`config.mk`:
```
export PLATFORM = sky130hd
export DESIGN_NAME = mash_accumulators
export DESIGN_NICKNAME = d
export VERILOG_FILES = /design/src/rtl/mash_accumulators.sv
export SDC_FILE = /design/constraint.sdc
export NUM_CORES = 1
export LEC_CHECK = 0
export ABC_AREA = 1
export ABC_CLOCK_PERIOD_IN_PS = 4700
export CORE_UTILIZATION = 53
export DETAILED_ROUTE_END_ITERATION = 7
export DONT_BUFFER_PORTS = 1
export PLACE_DENSITY = 0.68
export SLEW_MARGIN = 5
export SYNTH_ARGS = -nofsm -noshare
export SYNTH_HDL_FRONTEND = slang
export SYNTH_SLANG_ARGS = --single-unit
```
`constraint.sdc`:
```
create_clock -name clk -period 4.7 [get_ports clk]
set_input_delay 0.705 -clock clk [delete_from_list [all_inputs] [get_ports clk]]
set_output_delay 0.705 -clock clk [all_outputs]
set_load 0.02 [all_outputs]
```
`src/rtl/mash_accumulators.sv`:
```
// -----------------------------------------------------------------------------
// mash_accumulators
//
// Three cascaded first-order accumulators (MASH 1-1-1) for a fractional-N
// delta-sigma modulator. The fractional word is held in a local register
// that is loaded through a single-cycle strobe. The per-cycle carries c1/c2/c3
// all belong to the same sample, which is the alignment the noise shaper
// downstream expects.
//
// Ports:
//   clk        modulator clock, all state updates on the rising edge
//   rst_n      asynchronous active-low reset
//   en         accumulate enable (low = hold accumulators, carries forced 0)
//   clr        synchronous clear of accumulators, carries (and dither LFSR)
//   frac_in    unsigned fractional word, value / 2^WIDTH
//   frac_load  single-cycle strobe capturing frac_in
//   frac_q     currently applied fractional word
//   c1, c2, c3 registered carries of stages 1..3
//   load_ack   one-cycle pulse in the cycle after a capture
//
// Optional feature macro: MASH_DITHER_EN
//   When defined, a 15-bit Fibonacci LFSR (x^15 + x^14 + 1, seed 15'h0001)
//   supplies an LSB carry-in to stage 1 to break idle tones. When undefined,
//   no LFSR exists and s1 = acc1 + frac_q exactly.
// -----------------------------------------------------------------------------
module mash_accumulators #(
    parameter int WIDTH = 16
) (
    input  logic             clk,
    input  logic             rst_n,
    input  logic             en,
    input  logic             clr,
    input  logic [WIDTH-1:0] frac_in,
    input  logic             frac_load,
    output logic [WIDTH-1:0] frac_q,
    output logic             c1,
    output logic             c2,
    output logic             c3,
    output logic             load_ack
);

    logic [WIDTH-1:0] r_frac;
    logic [WIDTH-1:0] r_acc1;
    logic [WIDTH-1:0] r_acc2;
    logic [WIDTH-1:0] r_acc3;
    logic             r_c1;
    logic             r_c2;
    logic             r_c3;
    logic             r_ack;

    logic [WIDTH:0]   w_s1;
    logic [WIDTH:0]   w_s2;
    logic [WIDTH:0]   w_s3;
    logic             w_dither;

`ifdef MASH_DITHER_EN
    logic [14:0]      r_lfsr;

    assign w_dither = r_lfsr[0];

    // Dither LFSR: reseeded on clear, advances once per enabled edge
    always_ff @(posedge clk or negedge rst_n) begin
        if (!rst_n) begin
            r_lfsr <= 15'h0001;
        end else if (clr) begin
            r_lfsr <= 15'h0001;
        end else if (en) begin
            r_lfsr <= {r_lfsr[13:0], r_lfsr[14] ^ r_lfsr[13]};
        end else begin
            r_lfsr <= r_lfsr;
        end
    end
`else
    assign w_dither = 1'b0;
`endif

    // Unpipelined accumulator chain; each stage integrates the previous sum
    always_comb begin
        w_s1 = {1'b0, r_acc1} + {1'b0, r_frac} + {{WIDTH{1'b0}}, w_dither};
        w_s2 = {1'b0, r_acc2} + {1'b0, w_s1[WIDTH-1:0]};
        w_s3 = {1'b0, r_acc3} + {1'b0, w_s2[WIDTH-1:0]};
    end

    // Accumulator and carry registers: clear beats enable, disabled edges zero the carries
    always_ff @(posedge clk or negedge rst_n) begin
        if (!rst_n) begin
            r_acc1 <= {WIDTH{1'b0}};
            r_acc2 <= {WIDTH{1'b0}};
            r_acc3 <= {WIDTH{1'b0}};
            r_c1   <= 1'b0;
            r_c2   <= 1'b0;
            r_c3   <= 1'b0;
        end else if (clr) begin
            r_acc1 <= {WIDTH{1'b0}};
            r_acc2 <= {WIDTH{1'b0}};
            r_acc3 <= {WIDTH{1'b0}};
            r_c1   <= 1'b0;
            r_c2   <= 1'b0;
            r_c3   <= 1'b0;
        end else if (en) begin
            r_acc1 <= w_s1[WIDTH-1:0];
            r_acc2 <= w_s2[WIDTH-1:0];
            r_acc3 <= w_s3[WIDTH-1:0];
            r_c1   <= w_s1[WIDTH];
            r_c2   <= w_s2[WIDTH];
            r_c3   <= w_s3[WIDTH];
        end else begin
            r_acc1 <= r_acc1;
            r_acc2 <= r_acc2;
            r_acc3 <= r_acc3;
            r_c1   <= 1'b0;
            r_c2   <= 1'b0;
            r_c3   <= 1'b0;
        end
    end

    // Fractional word register and its acknowledge; independent of en and clr,
    // so an accumulation on the load edge still uses the old word
    always_ff @(posedge clk or negedge rst_n) begin
        if (!rst_n) begin
            r_frac <= {WIDTH{1'b0}};
            r_ack  <= 1'b0;
        end else if (frac_load) begin
            r_frac <= frac_in;
            r_ack  <= 1'b1;
        end else begin
            r_frac <= r_frac;
            r_ack  <= 1'b0;
        end
    end

    assign frac_q   = r_frac;
    assign c1       = r_c1;
    assign c2       = r_c2;
    assign c3       = r_c3;
    assign load_ack = r_ack;

endmodule

```
==> results.txt <==
first drt pass iteration count: 5
Final Power: 0.00404 W
die area: 10,500 µm²
worst-skew pair later-pin latency: 0.36 ns
Routed Antenna Nets: 0
Clock Skew: 0.0122 ns
register bit total from synthesis: 68
leakage: 3.34 nW
fmax: 240 MHz
post-route minimum period: 4.17 ns
Ant. Diodes: 0
number of global-route vias before repair: 4,591
PostCTS Resize Cnt: 0
global route total overflow: 0
Clock Root Buffer: clkbuf_8
All-Layer GR Usage: 25.5%
Die H: 103 µm
Num CTS Buffers: 9
Final setup viols: 0
Post-CTS Setup Bufs: 0
area of the mapped netlist: 5360 µm²
type of destination of the critical path: register
cell family with most CP delay: simple AND/OR/NAND/NOR gates
Inst Count DP: 914
1st-iter DRT viols: 255
outcome: finished clean
Avg Cell Area, Syn: 6.78 µm²
hold violation count in the final report: 0
Core Box Area: 9770 µm²
max-capacitance violation count: 0
Final GP Congestion: 0.846
TritonCTS clock tree: built
post-synth cell types: 27
worst setup path category: register to register
Max VDD drop: 0.246 mV
Die W: 103 µm
Num Clock Sinks: 68
slew margin rel.: 54.7%
Post-synth top flop: dfrtp_1
antenna violations before repair: 0
Vias: 4,721
# rows: 36
share of layout cells above drive strength 1: 4.89%
most used cell, CP: nand2_1
Slew Limit Fails: 0
unrepaired setup endpoints after global routing: false
first-pass GRT wire length: 20,600 µm
Max FO, Critical Path: 5
Worst-path clk slew: 0.09 ns
Vias/cell: 5.08
# DRC: 0
post-route insts no fill: 930
critical path launch point type: register
Post-Syn Nets: 863
Post-CTS Hold Buffers: 0
largest net degree at the start of global routing: 69
crit path buf inv count: 4
pre-CTS setup slack: 0.563 ns
commonest non-fill, non-tap cell in the layout: nand2_1
setup TNS: 0 ns
Tightest Pin Transition: 0.678 ns
Starting Density: 54.8%
ys async rst share: 100%
HP Class: input pin to asynchronous set/reset pin
Synth Instances: 790
dpl hpwl: 9160 µm
Yosys Warn Count: 0
io pins: 41
register area share after synthesis: 31.7%
drt total wl: 12,100 µm
Final WS setup: 0.531 ns
drt wl/cell: 13.0 µm
Slowest Stage Delay on Critical Path: 0.48 ns
htree depth: 3
number of port buffers: 0
Critical-path top delay cell: dfrtp_1
power per cell area: 710 nW/µm²
CTS Buffer Depth: 2
arrival time worst endpoint: 4.41 ns
EDFF count, synth: 0
nets: 865
Worst EP required: 4.94 ns
Area Overhead vs Synth: 6.12%
fin crit share: 88.7%
most frequent cells in the layout: nand2_1, inv_1, dfrtp_1
==> layout make-up <==
type | instances | area [µm²]
fill | 925 | 4090
multi-input combinational | 579 | 3110
clock buffer | 9 | 124
sequential | 68 | 1700
tap | 133 | 166
clock inverter | 7 | 73.8
inverter | 132 | 495
timing repair buffer | 2 | 15.0
==> per-layer routing <==
| metal | routed length [µm] | GRT usage, % | vias to the layer above | part of all wire [%] |
|---|---|---|---|---|
| li1 | - | - | 2463 | - |
| met5 | 0 | 0 | - | 0 |
| met3 | 495 | 4.14 | 23 | 4.1 |
| met4 | 303 | 9.78 | 0 | 2.5 |
| met1 | 5510 | 31.8 | 2133 | 46 |
| met2 | 5740 | 44.1 | 102 | 48 |
==> power breakdown <==
part           internal, W  switching, W  total, W
sequential        0.000729      0.000117  0.000845
clock             0.000248      0.000258  0.000506
combinational     0.000965       0.00172   0.00268
==> registers in the layout (all words and copies together) (netlist names) <==
register  flops
load_ack      1
r_acc3       16
r_acc2       16
c3            1
r_acc1       16
c1            1
frac_q       16
c2            1
==> cells by family (layout without fill, tap and decap cells) <==
group,count (synthesis),count (layout),synth area share (%)
compound gates,56,56,5.79
mux,15,15,3.15
flops,68,68,31.7
simple gates,442,442,34.1
fa+ha+maj,52,52,12.6
buf+inv,143,150,10.2
xor+xnor,14,14,2.43
==> metrics by stage <==
| step | util, % | hold WS (ns) | area, µm² |
|---|---|---|---|
| global route | 58.2 | 0.00912 | 5690 |
| global placement | 56.2 | 0.413 | 5490 |
| detailed placement | 56.2 | 0.412 | 5490 |
| finish | 58.2 | 0.0293 | 5690 |
| CTS | 58.2 | 0.0146 | 5690 |
| floorplan | - | 0.409 | 5360 |
==> synthesized netlist by cell type, drive strengths merged (5+ instances only) <==
library cell  instances  area [µm²]
dfrtp                68        1700
nand3                50         250
xor2                  6        60.1
mux2                 15         169
xnor2                 8        70.1
nor2                 39         149
nor3                 11        60.1
nand2               314        1190
a22o                  5        43.8
o21ai                12        60.1
nand3b                7        52.6
a21oi                33         165
inv                 132         495
ha                   49         613
and2                 15        93.8
buf                   8        40.0
nand4                 5        31.3
==> final timing paths <==
kind | endpoint | cells past startpoint | slack (ns) | startpoint
max | r_acc3[14]$_DFFE_PN0P_ | 27 | 0.53 | frac_q[0]$_DFFE_PN0P_
min | r_acc3[5]$_DFFE_PN0P_ | 0 | 0.03 | rst_n
max reg2reg | r_acc3[14]$_DFFE_PN0P_ | 27 | 0.53 | frac_q[0]$_DFFE_PN0P_
min reg2reg | r_acc1[13]$_DFFE_PN0P_ | 2 | 0.49 | r_acc1[13]$_DFFE_PN0P_
max in group asynchronous | frac_q[11]$_DFFE_PN0P_ | 0 | 4.56 | rst_n
min in group clk | load_ack$_DFF_PN0_ | 0 | 0.37 | frac_load
Power figures use the tool's default switching activity.
